===== config.mk =====
export PLATFORM = sky130hd
export DESIGN_NAME = alu_issue_stage
export DESIGN_NICKNAME = d
export VERILOG_FILES = /design/src/rtl/alu_pkg.sv /design/src/rtl/alu_ctl_decode.sv /design/src/rtl/alu_issue_stage.sv
export SDC_FILE = /design/constraint.sdc
export NUM_CORES = 1
export LEC_CHECK = 0
export ABC_AREA = 1
export CORE_ASPECT_RATIO = 0.5
export CORE_MARGIN = 1.5
export CORE_UTILIZATION = 41
export CTS_CLUSTER_DIAMETER = 200
export CTS_CLUSTER_SIZE = 40
export DETAILED_ROUTE_END_ITERATION = 12
export GPL_TIMING_DRIVEN = 1
export PLACE_DENSITY = 0.75
export SLEW_MARGIN = 5
export SYNTH_ARGS = -nofsm -noshare
export SYNTH_HDL_FRONTEND = slang
export SYNTH_HIERARCHICAL = 1
export SYNTH_SLANG_ARGS = --single-unit

===== constraint.sdc =====
create_clock -name clk -period 2 [get_ports clk]
set_input_delay 0.4 -clock clk [delete_from_list [all_inputs] [get_ports clk]]
set_output_delay 0.4 -clock clk [all_outputs]
set_load 0.05 [all_outputs]

===== src/rtl/alu_pkg.sv =====
// alu_pkg: shared definitions for the ID/EX ALU issue stage.
//  - ALU operation codes seen by the combinational ALU
//  - opcode / funct encodings of the supported instruction subset
//  - decoded-control struct produced by alu_ctl_decode
package alu_pkg;

  // ALU operation codes
  localparam logic [3:0] ALU_AND = 4'd0;
  localparam logic [3:0] ALU_OR  = 4'd1;
  localparam logic [3:0] ALU_ADD = 4'd2;
  localparam logic [3:0] ALU_SLL = 4'd3;
  localparam logic [3:0] ALU_SUB = 4'd6;
  localparam logic [3:0] ALU_SLT = 4'd7;
  localparam logic [3:0] ALU_NOR = 4'd12;

  // Primary opcodes (instr[31:26])
  localparam logic [5:0] OP_RTYPE = 6'h00;
  localparam logic [5:0] OP_BEQ   = 6'h04;
  localparam logic [5:0] OP_ADDI  = 6'h08;
  localparam logic [5:0] OP_ADDIU = 6'h09;
  localparam logic [5:0] OP_SLTI  = 6'h0A;
  localparam logic [5:0] OP_ANDI  = 6'h0C;
  localparam logic [5:0] OP_ORI   = 6'h0D;
  localparam logic [5:0] OP_LW    = 6'h23;
  localparam logic [5:0] OP_SW    = 6'h2B;

  // R-type funct codes (instr[5:0])
  localparam logic [5:0] FN_SLL  = 6'h00;
  localparam logic [5:0] FN_ADD  = 6'h20;
  localparam logic [5:0] FN_ADDU = 6'h21;
  localparam logic [5:0] FN_SUB  = 6'h22;
  localparam logic [5:0] FN_SUBU = 6'h23;
  localparam logic [5:0] FN_AND  = 6'h24;
  localparam logic [5:0] FN_OR   = 6'h25;
  localparam logic [5:0] FN_NOR  = 6'h27;
  localparam logic [5:0] FN_SLT  = 6'h2A;

  // Second ALU operand source
  typedef enum logic [1:0] {
    IMM_NONE = 2'd0,  // forwarded rt
    IMM_SEXT = 2'd1,  // sign-extended imm16
    IMM_ZEXT = 2'd2   // zero-extended imm16
  } imm_sel_e;

  // Write-back register field
  typedef enum logic {
    DST_RT = 1'b0,
    DST_RD = 1'b1
  } dst_sel_e;

  typedef struct packed {
    logic [3:0] aluctl;
    imm_sel_e   imm_sel;
    logic       regwrite;
    logic       memread;
    logic       memwrite;
    dst_sel_e   dst_sel;
    logic       use_rs;    // rs is a real source (for load-use detection)
    logic       use_rt;    // rt is a real source
    logic       is_sll;    // shift: operand 1 comes from rt
    logic       legal;
  } dec_ctl_t;

endpackage


===== src/rtl/alu_ctl_decode.sv =====
// alu_ctl_decode: combinational opcode/funct decoder.
// Ports:
//  opcode  in  6          instr[31:26]
//  funct   in  6          instr[5:0]
//  ctl     out dec_ctl_t  ALU code, operand/dest selects, memory and write-back
//                         enables, source usage and legality
// Unsupported encodings return legal=0 with every enable cleared.
module alu_ctl_decode
  import alu_pkg::*;
(
  input  logic [5:0] opcode,
  input  logic [5:0] funct,
  output dec_ctl_t   ctl
);

  always_comb begin
    ctl          = '0;
    ctl.imm_sel  = IMM_NONE;
    ctl.dst_sel  = DST_RT;
    ctl.legal    = 1'b1;
    ctl.regwrite = 1'b1;
    ctl.use_rs   = 1'b1;
    unique case (opcode)
      OP_RTYPE: begin
        ctl.dst_sel = DST_RD;
        ctl.use_rt  = 1'b1;
        case (funct)
          FN_ADD, FN_ADDU: ctl.aluctl = ALU_ADD;
          FN_SUB, FN_SUBU: ctl.aluctl = ALU_SUB;
          FN_AND:          ctl.aluctl = ALU_AND;
          FN_OR:           ctl.aluctl = ALU_OR;
          FN_NOR:          ctl.aluctl = ALU_NOR;
          FN_SLT:          ctl.aluctl = ALU_SLT;
          FN_SLL: begin
            ctl.aluctl = ALU_SLL;
            ctl.is_sll = 1'b1;
            ctl.use_rs = 1'b0;
          end
          default:         ctl.legal  = 1'b0;
        endcase
      end
      OP_ADDI, OP_ADDIU: begin
        ctl.aluctl  = ALU_ADD;
        ctl.imm_sel = IMM_SEXT;
      end
      OP_SLTI: begin
        ctl.aluctl  = ALU_SLT;
        ctl.imm_sel = IMM_SEXT;
      end
      OP_ANDI: begin
        ctl.aluctl  = ALU_AND;
        ctl.imm_sel = IMM_ZEXT;
      end
      OP_ORI: begin
        ctl.aluctl  = ALU_OR;
        ctl.imm_sel = IMM_ZEXT;
      end
      OP_LW: begin
        ctl.aluctl  = ALU_ADD;
        ctl.imm_sel = IMM_SEXT;
        ctl.memread = 1'b1;
      end
      OP_SW: begin
        ctl.aluctl   = ALU_ADD;
        ctl.imm_sel  = IMM_SEXT;
        ctl.memwrite = 1'b1;
        ctl.regwrite = 1'b0;
        ctl.use_rt   = 1'b1;
      end
      OP_BEQ: begin
        ctl.aluctl   = ALU_SUB;
        ctl.regwrite = 1'b0;
        ctl.use_rt   = 1'b1;
      end
      default: ctl.legal = 1'b0;
    endcase

    // Illegal encodings behave as a bubble: no enables, no sources.
    if (!ctl.legal) begin
      ctl.regwrite = 1'b0;
      ctl.use_rs   = 1'b0;
      ctl.use_rt   = 1'b0;
      ctl.aluctl   = ALU_AND;
    end
  end

endmodule


===== src/rtl/alu_issue_stage.sv =====
// alu_issue_stage: ID/EX stage in front of the combinational ALU.
// Decodes the ID instruction, forwards rs/rt (EX > MEM > WB > regfile),
// detects load-use hazards and registers operands/control for EX.
// Ports:
//  clk, reset                      clock, synchronous active-high reset
//  id_*                            instruction fields and regfile read data
//  alu_result                      ALU output of the instruction now in EX
//  mem_regwrite/mem_rd/mem_result  MEM-stage writeback candidate
//  wb_regwrite/wb_rd/wb_result     WB-stage writeback candidate
//  flush                           kill the ID instruction
//  ex_stall                        hold the EX register
//  hazard_stall                    comb: load-use, freeze PC and IF/ID
//  ex_valid, Aluctl, shamt, input1, input2, ex_store_data, ex_dest,
//  ex_regwrite, ex_memread, ex_memwrite, ex_illegal   EX register outputs
module alu_issue_stage
  import alu_pkg::*;
#(
  parameter int XLEN  = 32,
  parameter int REG_W = 5
) (
  input  logic             clk,
  input  logic             reset,
  input  logic             id_valid,
  input  logic [5:0]       id_opcode,
  input  logic [5:0]       id_funct,
  input  logic [4:0]       id_shamt,
  input  logic [REG_W-1:0] id_rs,
  input  logic [REG_W-1:0] id_rt,
  input  logic [REG_W-1:0] id_rd,
  input  logic [15:0]      id_imm16,
  input  logic [XLEN-1:0]  id_rs_data,
  input  logic [XLEN-1:0]  id_rt_data,
  input  logic [XLEN-1:0]  alu_result,
  input  logic             mem_regwrite,
  input  logic [REG_W-1:0] mem_rd,
  input  logic [XLEN-1:0]  mem_result,
  input  logic             wb_regwrite,
  input  logic [REG_W-1:0] wb_rd,
  input  logic [XLEN-1:0]  wb_result,
  input  logic             flush,
  input  logic             ex_stall,
  output logic             hazard_stall,
  output logic             ex_valid,
  output logic [3:0]       Aluctl,
  output logic [4:0]       shamt,
  output logic [XLEN-1:0]  input1,
  output logic [XLEN-1:0]  input2,
  output logic [XLEN-1:0]  ex_store_data,
  output logic [REG_W-1:0] ex_dest,
  output logic             ex_regwrite,
  output logic             ex_memread,
  output logic             ex_memwrite,
  output logic             ex_illegal
);

  dec_ctl_t dec;

  alu_ctl_decode u_decode (
    .opcode (id_opcode),
    .funct  (id_funct),
    .ctl    (dec)
  );

  // EX pipeline register
  logic             ex_valid_reg,    ex_valid_next;
  logic [3:0]       aluctl_reg,      aluctl_next;
  logic [4:0]       shamt_reg,       shamt_next;
  logic [XLEN-1:0]  input1_reg,      input1_next;
  logic [XLEN-1:0]  input2_reg,      input2_next;
  logic [XLEN-1:0]  store_data_reg,  store_data_next;
  logic [REG_W-1:0] ex_dest_reg,     ex_dest_next;
  logic             ex_regwrite_reg, ex_regwrite_next;
  logic             ex_memread_reg,  ex_memread_next;
  logic             ex_memwrite_reg, ex_memwrite_next;
  logic             ex_illegal_reg,  ex_illegal_next;

  // Per-source forwarding and hazard compare; slot 0 = rs, slot 1 = rt.
  logic [1:0][REG_W-1:0] src_idx;
  logic [1:0][XLEN-1:0]  src_rf;
  logic [1:0][XLEN-1:0]  src_fwd;
  logic [1:0]            src_used;
  logic [1:0]            src_hit;

  assign src_idx  = {id_rt, id_rs};
  assign src_rf   = {id_rt_data, id_rs_data};
  assign src_used = {dec.use_rt, dec.use_rs};

  genvar gi;
  generate
    for (gi = 0; gi < 2; gi++) begin : g_src
      logic nz, ex_fwd, mem_fwd, wb_fwd;
      // r0 is hard-wired zero, so it is never taken from a later stage.
      assign nz      = |src_idx[gi];
      // A load in EX has no result yet; that case is the load-use stall.
      assign ex_fwd  = nz & ex_valid_reg & ex_regwrite_reg & ~ex_memread_reg &
                       (ex_dest_reg == src_idx[gi]);
      assign mem_fwd = nz & mem_regwrite & (mem_rd == src_idx[gi]);
      assign wb_fwd  = nz & wb_regwrite & (wb_rd == src_idx[gi]);
      assign src_fwd[gi] = ex_fwd  ? alu_result :
                           mem_fwd ? mem_result :
                           wb_fwd  ? wb_result  : src_rf[gi];
      assign src_hit[gi] = id_valid & src_used[gi] & ex_valid_reg & ex_memread_reg &
                           (|ex_dest_reg) & (ex_dest_reg == src_idx[gi]);
    end
  endgenerate

  // flush does not mask the stall: the front end must still hold.
  assign hazard_stall = |src_hit;

  logic [XLEN-1:0] imm_ext;
  logic            issue;

  assign imm_ext = (dec.imm_sel == IMM_ZEXT) ? {{(XLEN-16){1'b0}}, id_imm16}
                                             : {{(XLEN-16){id_imm16[15]}}, id_imm16};
  assign issue   = id_valid & ~flush & ~hazard_stall & dec.legal;

  always_comb begin
    ex_valid_next    = 1'b0;
    aluctl_next      = '0;
    shamt_next       = '0;
    input1_next      = '0;
    input2_next      = '0;
    store_data_next  = '0;
    ex_dest_next     = '0;
    ex_regwrite_next = 1'b0;
    ex_memread_next  = 1'b0;
    ex_memwrite_next = 1'b0;
    // Illegal encodings are reported unless the slot was flushed anyway.
    ex_illegal_next  = id_valid & ~flush & ~dec.legal;
    if (issue) begin
      ex_valid_next    = 1'b1;
      aluctl_next      = dec.aluctl;
      shamt_next       = dec.is_sll ? id_shamt : 5'd0;
      // Shifts operate on rt; operand 2 then simply carries rt as well.
      input1_next      = dec.is_sll ? src_fwd[1] : src_fwd[0];
      input2_next      = (dec.imm_sel == IMM_NONE) ? src_fwd[1] : imm_ext;
      store_data_next  = src_fwd[1];
      ex_dest_next     = (dec.dst_sel == DST_RD) ? id_rd : id_rt;
      ex_regwrite_next = dec.regwrite;
      ex_memread_next  = dec.memread;
      ex_memwrite_next = dec.memwrite;
    end
  end

  always_ff @(posedge clk) begin
    if (reset) begin
      ex_valid_reg    <= 1'b0;
      aluctl_reg      <= '0;
      shamt_reg       <= '0;
      input1_reg      <= '0;
      input2_reg      <= '0;
      store_data_reg  <= '0;
      ex_dest_reg     <= '0;
      ex_regwrite_reg <= 1'b0;
      ex_memread_reg  <= 1'b0;
      ex_memwrite_reg <= 1'b0;
      ex_illegal_reg  <= 1'b0;
    end else if (!ex_stall) begin
      ex_valid_reg    <= ex_valid_next;
      aluctl_reg      <= aluctl_next;
      shamt_reg       <= shamt_next;
      input1_reg      <= input1_next;
      input2_reg      <= input2_next;
      store_data_reg  <= store_data_next;
      ex_dest_reg     <= ex_dest_next;
      ex_regwrite_reg <= ex_regwrite_next;
      ex_memread_reg  <= ex_memread_next;
      ex_memwrite_reg <= ex_memwrite_next;
      ex_illegal_reg  <= ex_illegal_next;
    end
  end

  assign ex_valid      = ex_valid_reg;
  assign Aluctl        = aluctl_reg;
  assign shamt         = shamt_reg;
  assign input1        = input1_reg;
  assign input2        = input2_reg;
  assign ex_store_data = store_data_reg;
  assign ex_dest       = ex_dest_reg;
  assign ex_regwrite   = ex_regwrite_reg;
  assign ex_memread    = ex_memread_reg;
  assign ex_memwrite   = ex_memwrite_reg;
  assign ex_illegal    = ex_illegal_reg;

endmodule


==> results.sh <==
export IMPL_crit_chain="buf_6, inv_1, nand2_1, nor2_4, nand2_1, nand2_1, inv_1, nand2_1, nand2_2, inv_1, nand3_2, nor2_2, nand3_2, buf_6, nand2_4, buf_12"
export IMPL_final_cell_mix="nand2_1, nand3_1, clkdlybuf4s50_1"
export IMPL_synth_main_ff_cell="dfxtp_1"
export IMPL_postSynthNetCount=1850
export IMPL_grt_usage_pct=33.8
export IMPL_cts_sinks=115
export IMPL_drv_cap=0
export IMPL_syn_inst=1625
export IMPL_max_freq_mhz=434
export IMPL_multiInputGateArea_mm2=0.00595
export IMPL_grt_pass1_wl_mm=58.5
export IMPL_cts_max_path_buffers=2
export IMPL_num_rows=37
export IMPL_setup_worst_path_class="input pin to output pin"
export IMPL_ir_drop_mv=0.509
export IMPL_critPathSlowestCell="nor2_4"
export IMPL_cts_buffers=17
export IMPL_synth_seq_cells=115
export IMPL_worstMarginPinSlew_ns=0.590
export IMPL_pwr_density_cell_mw_per_mm2=475
export IMPL_seq_area_frac_synth_pct=25.7
export IMPL_p_leak_uw=0.00812
export IMPL_final_area_mm2=0.0155
export IMPL_synthesis_area_mm2=0.00895
export IMPL_finalCriticalPeriod_ns=2.30
export IMPL_h_tree_depth=4
export IMPL_critPathMostFrequentCell="nand2_1"
export IMPL_coreArea_mm2=0.0210
export IMPL_first_iter_violations=1343
export IMPL_status="finished, violations left"
export IMPL_setup_violations=113
export IMPL_fin_skew_ns=0.00912
export IMPL_place_ws_ns=-0.706
export IMPL_area_delta_synth_final_pct=73.4
export IMPL_synth_edf_count=0
export IMPL_antenna_found_initial=1
export IMPL_rsz0062_at_grt="yes"
export IMPL_wl_mm=43.7
export IMPL_hold_viol_final=0
export IMPL_final_layout_size_suffix_gt1_share_pct=23.5
export IMPL_yosysUniqueCellTypes=30
export IMPL_io_pins=341
export IMPL_portBuffers=340
export IMPL_hold_path_class="input pin to flip-flop"
export IMPL_dr_pass1_iters=6
export IMPL_place_area_mm2=0.0133
export IMPL_ys_warn_count=6
export IMPL_vias_per_cell=5.28
export IMPL_drc=0
export IMPL_die_w_um=212
export IMPL_place_gp_congestion=0.948
export IMPL_finalMaxSlewViolations=0
export IMPL_grt_start_max_net_pins=116
export IMPL_drtAntennaViolNets=0
export IMPL_n_fill_cell=1654
export IMPL_required_ns=1.60
export IMPL_synthArstFlopShare_pct=0
export IMPL_route_vias_total=12414
export IMPL_start_util_pct=42.7
export IMPL_grt_pass1_vias=10853
export IMPL_ctsHoldBuffers=0
export IMPL_final_nets=2269
export IMPL_crit_path_start_kind="input pin"
export IMPL_timing_final_crit_share_pct=115
export IMPL_violations="negative setup slack"
export IMPL_dp_hpwl_mm=28.2
export IMPL_wl_per_cell_um=18.6
export IMPL_cp_data_arrival_time_ns=1.90
export IMPL_slowest_delay_ns=0.19
export IMPL_clock_latency_ns=0.44
export IMPL_worstPathMaxFanout=2
export IMPL_cp_end_kind="output pin"
export IMPL_final_common_cell="nand2_1"
export IMPL_syn_area_per_cell_um2=5.51
export IMPL_root_buffer="clkbuf_16"
export IMPL_die_y_um=107
export IMPL_slew_headroom_pct=60.7
export IMPL_fin_ws_ns=-0.305
export IMPL_crit_buf_inv=6
export IMPL_gr_total_overflow=0
export IMPL_cts_tree="yes"
export IMPL_die_area_mm2=0.0228
export IMPL_cp_top_family="simple AND/OR/NAND/NOR gates"
export IMPL_path_clk_slew_ns=0.05
export IMPL_seq_area_mm2=0.00231
export IMPL_worst_hold_slack_ns=0.286
cell usage after synthesis, types with 2 or more instances:
| library cell | number | area, µm² |
|---|---|---|
| nor2_1 | 55 | 206 |
| buf_2 | 41 | 205 |
| dfxtp_1 | 115 | 2300 |
| buf_4 | 13 | 97.6 |
| inv_1 | 177 | 664 |
| or2_2 | 4 | 25.0 |
| buf_6 | 3 | 33.8 |
| nand4_1 | 5 | 31.3 |
| or2_1 | 28 | 175 |
| nor2_2 | 9 | 56.3 |
| o21ai_0 | 5 | 25.0 |
| o21ai_1 | 2 | 10.0 |
| xnor2_1 | 11 | 96.3 |
| buf_1 | 5 | 18.8 |
| nand2_1 | 590 | 2210 |
| nor2_4 | 6 | 67.6 |
| clkinv_1 | 40 | 150 |
| inv_2 | 27 | 101 |
| o211ai_1 | 2 | 15.0 |
| nand3_1 | 284 | 1420 |
| a21oi_1 | 148 | 741 |
| nand3_2 | 5 | 50.1 |
| clkbuf_1 | 39 | 146 |
| nand2_2 | 5 | 31.3 |
what timing repair did:
item                                    CTS  global route
buffers inserted                         18            23
pin swaps                                31            97
endpoints found under the setup margin  148           152
gates cloned                              1            13
resized for setup                       125           286
logic make-up (layout without fill, tap and decap cells):
kind of cell              Yosys count  in the layout  share of synthesized area (%)
xor gates and xnor gates           11             11                           1.08
buffers and inverters             345            776                           15.8
and+or+nand+nor                   995            995                           48.3
AOI/OAI and AO/OA                 159            159                           9.03
other                               0              1                              0
DFF                               115            115                           25.7
worst paths after layout:
check          startpoint            to  slack (ns)  cells past startpoint
min reg2reg     input2[3]     input2[3]        0.45                      2
min          id_opcode[2]    ex_memread        0.29                      4
max reg2reg    ex_dest[4]    input2[29]       -0.16                     13
max          id_opcode[4]  hazard_stall       -0.30                     16
layout make-up:
| type | count | share of cell area, % |
|---|---|---|
| Clock inverter | 8 | 0.960 |
| Antenna cell | 1 | 0.0161 |
| Clock buffer | 23 | 3.15 |
| Inverter | 244 | 5.95 |
| Sequential cell | 115 | 14.9 |
| Multi-Input combinational cell | 1165 | 38.3 |
| Timing Repair Buffer | 501 | 34.3 |
| Tap cell | 292 | 2.36 |
per-layer routing:
metal	GRT usage, %	up-vias	routed length (µm)
li1	-	5893	-
met1	44.6	5659	17500
met2	54.3	749	19400
met3	7.96	113	5490
met4	11.2	0	1350
met5	0	-	0
worst reg2reg max path: cells and delay by family, from the launching register on:
kind | cells | cell delay [ns]
and+or+nand+nor | 6 | 0.83
AOI/OAI and AO/OA | 1 | 0.15
buffers and inverters | 6 | 0.79
DFF | 1 | 0.33
metrics by stage:
stage	total power [µW]	instances	TNS, ns	util (%)
after floorplan	2980	1625	0	-
after global placement	3830	2265	-68.92	63.5
after detailed placement	3830	2265	-72.18	63.5
after CTS	7170	2314	-0.208	67.3
after global routing	7600	2349	-18.03	74.0
final	7370	2349	-10.76	74.0
power breakdown:
part / internal (µW) / switching [µW]
sequential: 2310 / 8.09
clock: 2210 / 1160
combinational: 786 / 904
total: 5300 / 2070
No activity file was read; power rests on OpenSTA's default activity.
